<file path="src/rtl/uart_msg_loader_if.sv">
// uart_msg_loader_if: serial line in, assembled word plus valid/frame_err/timeout_err/busy out
interface uart_msg_loader_if #(parameter int WIDTH = 32);
  logic uart_rxd;
  logic [WIDTH-1:0] msg_out;
  logic msg_valid;
  logic frame_err;
  logic timeout_err;
  logic busy;
  modport master(input uart_rxd, output msg_out, msg_valid, frame_err, timeout_err, busy);
  modport slave(output uart_rxd, input msg_out, msg_valid, frame_err, timeout_err, busy);
endinterface

</file>
<file path="src/rtl/uart_msg_loader.sv">
// uart_msg_loader: 8N1 UART receiver packing bytes MSB-first into WIDTH-bit words (clk, reset, bus: uart_rxd in; msg_out/msg_valid/frame_err/timeout_err/busy out)
module uart_msg_loader #(
  parameter int WIDTH = 32,
  parameter int CLKS_PER_BIT = 868,
  parameter int TIMEOUT_CLKS = 1000000
) (
  input logic clk,
  input logic reset,
  uart_msg_loader_if.master bus
);
  localparam int NB = WIDTH / 8;
  localparam int CW = $clog2(CLKS_PER_BIT);
  localparam int TW = $clog2(TIMEOUT_CLKS + 1);
  localparam logic [1:0] IDLE = 2'd0, START = 2'd1, DATA = 2'd2, STOP = 2'd3;
  logic rx_m, rx;
  logic [1:0] state;
  logic [CW-1:0] baud;
  logic [2:0] bit_idx;
  logic [7:0] sh;
  logic [WIDTH-1:0] word;
  logic [3:0] byte_cnt;
  logic [TW-1:0] idle_cnt;
  logic tick, accept, bad, full, tmo;
  always_comb begin
    tick = baud == '0;
    accept = state == STOP && tick && rx;
    bad = state == STOP && tick && !rx;
    full = byte_cnt == 4'(NB);
    tmo = state == IDLE && byte_cnt != 4'd0 && idle_cnt == TW'(TIMEOUT_CLKS);
  end
  assign bus.busy = state != IDLE || byte_cnt != 4'd0;
  always_ff @(posedge clk) begin
    if (reset) begin
      rx_m <= 1'b1;
      rx <= 1'b1;
      state <= IDLE;
      baud <= '0;
      bit_idx <= '0;
      sh <= '0;
      word <= '0;
      byte_cnt <= '0;
      idle_cnt <= '0;
      bus.msg_out <= '0;
      bus.msg_valid <= 1'b0;
      bus.frame_err <= 1'b0;
      bus.timeout_err <= 1'b0;
    end else begin
      rx_m <= bus.uart_rxd;
      rx <= rx_m;
      case (state)
        IDLE: if (!rx) begin
          state <= START;
          baud <= CW'(CLKS_PER_BIT / 2 - 1);
        end
        START: if (tick) begin
          state <= rx ? IDLE : DATA;
          baud <= CW'(CLKS_PER_BIT - 1);
          bit_idx <= '0;
        end else baud <= baud - CW'(1);
        DATA: if (tick) begin
          sh <= {rx, sh[7:1]};
          baud <= CW'(CLKS_PER_BIT - 1);
          bit_idx <= bit_idx + 3'd1;
          state <= bit_idx == 3'd7 ? STOP : DATA;
        end else baud <= baud - CW'(1);
        default: if (tick) state <= IDLE;
          else baud <= baud - CW'(1);
      endcase
      if (accept) word <= WIDTH'({word, sh});
      byte_cnt <= accept ? byte_cnt + 4'd1 : (bad || full || tmo) ? 4'd0 : byte_cnt;
      idle_cnt <= (state == IDLE && rx && byte_cnt != 4'd0 && !tmo) ? idle_cnt + TW'(1) : '0;
      if (full) bus.msg_out <= word;
      bus.msg_valid <= full;
      bus.frame_err <= bad;
      bus.timeout_err <= tmo;
    end
  end
endmodule

</file>
<file path="src/flat_wrapper.sv">
// flat-port wrapper written by rule: the top's interface ports become plain ports
module uart_msg_loader_flat 
#(
  parameter int WIDTH = 32,
  parameter int CLKS_PER_BIT = 868,
  parameter int TIMEOUT_CLKS = 1000000
)
  (clk, reset, bus_uart_rxd, bus_msg_out, bus_msg_valid, bus_frame_err, bus_timeout_err, bus_busy);
  uart_msg_loader_if #(.WIDTH(WIDTH)) bus_i ();
  input logic clk;
  input logic reset;
  input wire logic [$bits(bus_i.uart_rxd)-1:0] bus_uart_rxd;
  output wire logic [$bits(bus_i.msg_out)-1:0] bus_msg_out;
  output wire logic [$bits(bus_i.msg_valid)-1:0] bus_msg_valid;
  output wire logic [$bits(bus_i.frame_err)-1:0] bus_frame_err;
  output wire logic [$bits(bus_i.timeout_err)-1:0] bus_timeout_err;
  output wire logic [$bits(bus_i.busy)-1:0] bus_busy;
  assign bus_i.uart_rxd = bus_uart_rxd;
  assign bus_msg_out = bus_i.msg_out;
  assign bus_msg_valid = bus_i.msg_valid;
  assign bus_frame_err = bus_i.frame_err;
  assign bus_timeout_err = bus_i.timeout_err;
  assign bus_busy = bus_i.busy;
  uart_msg_loader #(.WIDTH(WIDTH), .CLKS_PER_BIT(CLKS_PER_BIT), .TIMEOUT_CLKS(TIMEOUT_CLKS)) u_core (.clk(clk), .reset(reset), .bus(bus_i));
endmodule
</file>
<file path="config.mk">
export PLATFORM = sky130hd
export DESIGN_NAME = uart_msg_loader_flat
export DESIGN_NICKNAME = d
export VERILOG_FILES = /design/src/rtl/uart_msg_loader_if.sv /design/src/rtl/uart_msg_loader.sv /design/src/flat_wrapper.sv
export SDC_FILE = /design/constraint.sdc
export NUM_CORES = 1
export LEC_CHECK = 0
export ABC_AREA = 0
export CAP_MARGIN = 20
export CORE_ASPECT_RATIO = 1.1
export CORE_MARGIN = 4
export CORE_UTILIZATION = 55
export DETAILED_ROUTE_END_ITERATION = 6
export GPL_TIMING_DRIVEN = 0
export PLACE_DENSITY = 0.78
export SLEW_MARGIN = 20
export SYNTH_ARGS = -nofsm -noshare
export SYNTH_HDL_FRONTEND = slang
export SYNTH_SLANG_ARGS = --single-unit
</file>
<file path="constraint.sdc">
create_clock -name clk -period 3.3 [get_ports clk]
set_input_delay 0.66 -clock clk [delete_from_list [all_inputs] [get_ports clk]]
set_output_delay 0.66 -clock clk [all_outputs]
set_load 0.02 [all_outputs]
</file>
After elaboration in Yosys (flattened, before gate mapping)
Index checks and enable logic that the tools add are counted.
Operators by class
  add/subtract/negate cells: 4
  eq/ne operators: 10
  reductions and logical operators: 26
  bitwise logic cells: 1
  mux-type cells: 16
Operator list (count)
  $mux W10: 3
  $add A20 B1 Y20 const B: 1
  $eq A20 B20 Y1 const B: 1
  $pmux W10 S2: 1
  $logic_not A10 Y1: 1
  $mux W2: 5
  $sub A10 B1 Y10 const B: 1
  $logic_and A1 B1 Y1: 8
  $mux W4: 2
  $reduce_bool A2 Y1: 4
  $mux W3: 2
  $pmux W2 S3: 1
  $pmux W3 S2: 1
  $add A4 B1 Y4 const B: 1
  $eq A2 B2 Y1 const B: 2
  $eq A4 B3 Y1 const B: 1
  $ne A2 B1 Y1 const B: 2
  $reduce_and A2 Y1: 2
  $reduce_and A4 Y1: 1
  $reduce_bool A4 Y1: 1
  $reduce_or A2 Y1: 2
  $add A3 B1 Y3 const B: 1
  $eq A3 B3 Y1 const B: 1
  $logic_or A1 B1 Y1: 3
  8 further kinds: 9
Storage, ports and cells
  flip-flop bits (word level): 116
  bits of input ports: 3
  word-level logic and storage cells: 70

Logic depth before layout (Yosys ltp)
  depth in word-level cells: 7
  mapped depth: 9
  gate-level depth less buffers: 7

Worst setup path after synthesis
Ideal clock, no wire load.
  path kind: reg-to-reg
  start point: register u_core.state[0]
  end point: register u_core.baud[3]
  arrival: 1.714 ns
  cell stages (with the launch flop): 10
  period minus slack after synthesis: 1.849 ns
  data required time: 3.165 ns
  path buffers: 2
  path slack: 1.451 ns
  path through: dfxtp_1 -> inv_1 -> ha_1 -> clkbuf_1 -> and2_1 -> clkbuf_1 -> nor2_1 -> mux2_2 -> a22oi_1 -> a211oi_1
On the way
  longest elaborated chain between the ends: 4
  elaborated cells on any way between the ends: 8
  those cells by class: 4 x eq/ne; 1 x mux; 3 x reduce/logical
Ends and longest elaborated chain
  from (decl): RTL line uart_msg_loader.sv:16  | logic [1:0] state;
  from (signal assigned): RTL line uart_msg_loader.sv:56  | state <= rx ? IDLE : DATA;
  from (signal assigned): RTL line uart_msg_loader.sv:64  | state <= bit_idx == 3'd7 ? STOP : DATA;
  $eq A2 B1 Y1 / $eq A2 B2 Y1 (equally long branches): RTL line uart_msg_loader.sv:50  | case (state)
  $reduce_or A2 Y1 (no source line)
  $ne A3 B3 Y1 (no source line)
  $reduce_and A2 Y1 (no source line)
  to (signal assigned): RTL line uart_msg_loader.sv:53  | baud <= CW'(CLKS_PER_BIT / 2 - 1);
  to (signal assigned): RTL line uart_msg_loader.sv:57  | baud <= CW'(CLKS_PER_BIT - 1);
  to (signal assigned): RTL line uart_msg_loader.sv:59  | end else baud <= baud - CW'(1);
  to (decl): RTL line uart_msg_loader.sv:17  | logic [CW-1:0] baud;
Several ways; a longest one is shown, not always the timed one.
A chain may end at the register's enable or synchronous reset.

Worst setup path in the final report
  start point: register u_core.state[0]
  end point: output bus_busy
On the way
  longest elaborated chain between the ends: 2
Ends and longest elaborated chain
  $reduce_bool A2 Y1: RTL line uart_msg_loader.sv:31  | assign bus.busy = state != IDLE || byte_cnt != 4'd0;
  $logic_or A1 B1 Y1: RTL line uart_msg_loader.sv:31
  to (decl): RTL line flat_wrapper.sv:17  | output wire logic [$bits(bus_i.busy)-1:0] bus_busy;
No other way between the ends.

==> results.txt <==
In this run the most critical hold path is launched from u_core.rx_m$_SDFF_PP1_. Routed wire length per instance: 14.4 um. The combined buffer and inverter count along the critical path came out at 3.

The half-perimeter wire length after placement was 7560 um. The cell with the biggest individual delay on the critical path was sky130_fd_sc_hd__clkdlybuf4s50_1. The number of different library cells used by synthesis comes to 50. The pin count of the biggest net entering global routing came out at 17. After the flow finishes, the layout carries non-filler instances totaling 768.

The floorplan has 35 rows. The clock tree synthesis step divided the H-tree into 4 levels. The portion of total power attributed to the clock network came out at 44.6%. The static leakage was 1.99 nW.

The later pin in the worst-skew pair is clocked with a latency of 510 ps. The number of antenna diodes in the final layout is 0. The longest clock path from root to sink contains 2 buffers.

After the last flow step, the layout net total stands at 660. The flow ran to the end, and the final reports show no timing, DRC or antenna violations. Setup violations remaining at the end of the flow were counted as 0. Gates resized during post-CTS repair numbered 0. The library cell used most frequently in the layout, excluding fill and tap cells, is sky130_fd_sc_hd__nand2_1.

The top cell types in the final layout, fill and taps aside, are 164 x sky130_fd_sc_hd__nand2_1, 116 x sky130_fd_sc_hd__dfxtp_1, 88 x sky130_fd_sc_hd__a21oi_1, 37 x sky130_fd_sc_hd__clkdlybuf4s50_1, 33 x sky130_fd_sc_hd__nor2_1. Setup repair after global routing left no endpoint under its margin. The cell area that synthesis handed to floorplanning was 4760 um2. The synthesis-to-layout area growth came out at 23.4%. STA classifies the critical path startpoint as a flip-flop. The maximum resistive drop on vdd was 582 uV. The path with the worst hold slack has its endpoint at u_core.rx$_SDFF_PP1_. The die covers 10,200 um2.

The endpoint of the worst-slack reg-to-reg timing path was u_core.baud[3]$_SDFFE_PP0P_. CTS saw 116 sinks. The largest driver fanout on the critical path came out at 10. The area of the core was 8410 um2. The main flop type after synthesis was sky130_fd_sc_hd__dfxtp_1. The class of the tightest hold or removal check is reg2reg. The congestion estimate from routability-driven global placement came to 0.848.

In the routed layout, each cell is associated on average with a via count of 5.52. The clock transition at the register clock pins on the worst setup and hold paths after CTS is 60 ps, and the total internal power is 2.89 mW. The post-synthesis instance total is 588.

The critical path's top delay family was buffers and inverters. The switching portion of total power was 29.9%. The critical path in this run is classified as reg2out.

The tools report the master cell of the clock root buffer as sky130_fd_sc_hd__clkbuf_8. The routed design has 11,100 um of wire. For the worst flop-to-flop path, the logic depth is 9. The via count of the first global-routing pass is 4,156, and the cell total after placement is 736.

The logs give 0 for the initial antenna violation count and 17 for the number of buffers created by CTS. The worst hold path depth is 1. For this run, the top clock speed supported by timing is 348 MHz.

Across the whole layout, storage elements account for 2320 um2. The worst max-slew margin expressed relative to the limit is 49.7%, and the share of final-layout standard cells stronger than drive strength 1 is 7.31%. The mean cell area of the mapped netlist works out to 8.09 um2. Yosys mapped a number of flops with a built-in enable equal to 0. For the final database, setup skew stands at 8.32 ps.

For this design the top-level I/O count stands at 39. Of the total power, registers draw 36.9%. The final-report max-slew violation count came out at 0. Summing the sequential cell areas from Yosys gives 48.8% of the chip area. Yosys printed 0 warnings. The chip width came out at 96.7 um.

Worst flop-to-flop path startpoint: u_core.state[0]$_SDFFE_PP0P_. Counting flops with an async set or reset pin after synthesis yields a share of 0%. Buffers placed on the I/O ports in this run total 37. The post-route DRC violation count came out at 0. After clock tree synthesis, the setup repair step added 0 buffers. The layout has 695 filler cells.

The first detailed-routing pass took 5 iterations. In this run the vertical extent of the chip is 106 um. In this run, post-CTS hold repair placed 0 buffers. The total of max-cap violations came out at 0.

For the worst setup path, the data required time is 2640 ps. The run gives 0 as the count of final hold-check violations. Actual slew at the worst max-slew pin: 749 ps. Global routing finished with a remaining overflow of 0. The combinational share of power came out at 18.5%. The setup slack on the worst flop-to-flop path is 1070 ps, and the register bit total from synthesis is 116.

Traced cell by cell, the critical path runs through inv_1, ha_1, clkbuf_1, nand2_1, clkdlybuf4s50_1. The biggest cell delay along the critical path came out at 620 ps. Across every metal layer, demand over resource in global routing totals 22.0%.

TritonCTS built the clock tree. The remaining number of nets flagged by the antenna check after routing came out at 0. For this design the total switching power over the nets is 1.23 mW. The combined area of the multi-input logic cells was 2250 um2; the endpoint arrival time on the critical path was 2210 ps. The post-synthesis net count was 604; the total vias in the final route was 4,242. The first global-routing pass estimated 18,400 um of wire.

For this design the ratio of total power to cell area is 703 nW/um2. The final critical path takes up 87.1% of the cycle. Summed over all failing endpoints, the final setup total negative slack is 0 ps. The run gives 192 as the starting DRC count in detailed routing. The kind of end point of the critical path is an output port. Once the floorplan was initialized, standard cells occupied 56.6% of the core. The post-route minimum period came out at 2870 ps.
[kinds of logic after synthesis]
family | after synthesis | synth area share, %
flops | 116 | 48.8
mux | 1 | 0.237
simple gates | 278 | 26.3
buf+inv | 44 | 3.92
xor+xnor | 18 | 3.31
compound gates | 118 | 13.9
fa+ha+maj | 13 | 3.42
[worst register-to-register path: stages, from the launching register on]
cell,delay (ps)
sky130_fd_sc_hd__dfxtp_1,350
sky130_fd_sc_hd__inv_1,120
sky130_fd_sc_hd__ha_1,180
sky130_fd_sc_hd__clkbuf_1,340
sky130_fd_sc_hd__and2_1,180
sky130_fd_sc_hd__clkbuf_1,350
sky130_fd_sc_hd__nor2_1,70
sky130_fd_sc_hd__mux2_2,270
sky130_fd_sc_hd__a22oi_1,150
sky130_fd_sc_hd__a211oi_1,80
[power groups by stage]
stage               Clock, mW  Sequential [mW]  Combinational (mW)
global route             1.93             1.53               0.849
floorplan                   0             1.53               0.574
global placement            0             1.54               0.716
finish                   1.84             1.52               0.764
CTS                      1.85             1.52               0.752
detailed placement          0             1.55               0.746
[state kept, by name, indices dropped and copies added (netlist names)]
register and flops:
u_core.bus.msg_out 32, u_core.word 32, u_core.idle_cnt 20, u_core.baud 10
u_core.sh 8, u_core.byte_cnt 4, u_core.bit_idx 3, u_core.state 2
u_core.bus.frame_err 1, u_core.bus.msg_valid 1, u_core.bus.timeout_err 1, u_core.rx 1
u_core.rx_m 1
[final cells by class]
| cell class | instances | area share (%) |
|---|---|---|
| flip-flops and latches | 116 | 39.6 |
| multi-input cells | 428 | 38.3 |
| clock buffers | 18 | 7.29 |
| repair buffers | 37 | 6.31 |
| clock inverters | 14 | 2.99 |
| plain buffers | 34 | 2.54 |
| well taps | 111 | 2.37 |
| inverters | 10 | 0.640 |
[worst max path at each step]
stage	startpoint	endpoint	slack [ps]	cells after the start
2_1_floorplan	u_core.state[0]$_SDFFE_PP0P_	u_core.baud[3]$_SDFFE_PP0P_	1450	9
3_3_place_gp	u_core.state[0]$_SDFFE_PP0P_	bus_busy	960	5
3_5_place_dp	u_core.byte_cnt[0]$_SDFFE_PP0P_	bus_busy	970	5
4_1_cts	u_core.byte_cnt[0]$_SDFFE_PP0P_	bus_busy	390	5
5_1_grt	u_core.byte_cnt[0]$_SDFFE_PP0P_	bus_busy	190	5
6_report	u_core.state[0]$_SDFFE_PP0P_	bus_busy	430	5
[Yosys cell counts, types with 3 or more instances]
library cell / instances / area [um2]
sky130_fd_sc_hd__a211oi_1: 3 / 22.5
sky130_fd_sc_hd__a21oi_1: 88 / 440
sky130_fd_sc_hd__a31oi_1: 4 / 25.0
sky130_fd_sc_hd__and3_1: 6 / 37.5
sky130_fd_sc_hd__buf_4: 5 / 37.5
sky130_fd_sc_hd__clkbuf_1: 27 / 101
sky130_fd_sc_hd__dfxtp_1: 116 / 2320
sky130_fd_sc_hd__ha_1: 13 / 163
sky130_fd_sc_hd__inv_1: 10 / 37.5
sky130_fd_sc_hd__nand2_1: 164 / 616
sky130_fd_sc_hd__nand3_1: 25 / 125
sky130_fd_sc_hd__nand3b_1: 3 / 22.5
sky130_fd_sc_hd__nand4_1: 9 / 56.3
sky130_fd_sc_hd__nor2_1: 33 / 124
sky130_fd_sc_hd__nor3_1: 11 / 55.1
sky130_fd_sc_hd__o21ai_0: 7 / 35.0
sky130_fd_sc_hd__or2_2: 3 / 18.8
sky130_fd_sc_hd__or3_1: 4 / 25.0
sky130_fd_sc_hd__xnor2_1: 6 / 52.6
sky130_fd_sc_hd__xor2_1: 12 / 105
[per-stage QoR]
step | hold WS [ps] | setup WS, ps | cell area, um2 | utilization (%) | total power, mW
finish | 413 | 425 | 5870 | 69.8 | 4.13
global route | 443 | 187 | 5870 | 69.8 | 4.31
CTS | 418 | 386 | 5870 | 69.8 | 4.12
detailed placement | 401 | 972 | 5270 | 62.6 | 2.29
global placement | 397 | 964 | 5270 | 62.6 | 2.26
floorplan | 389 | 1450 | 4760 | - | 2.11
[metal layers]
layer  track usage, %  vias to the layer above  share of wire (%)
li1                 -                     2106                  -
met1             24.5                     1974                 41
met2             38.5                      138                 51
met3             6.35                       24                5.2
met4             10.4                        0                2.8
met5                0                        -                  0
Power figures use the tool's default switching activity.
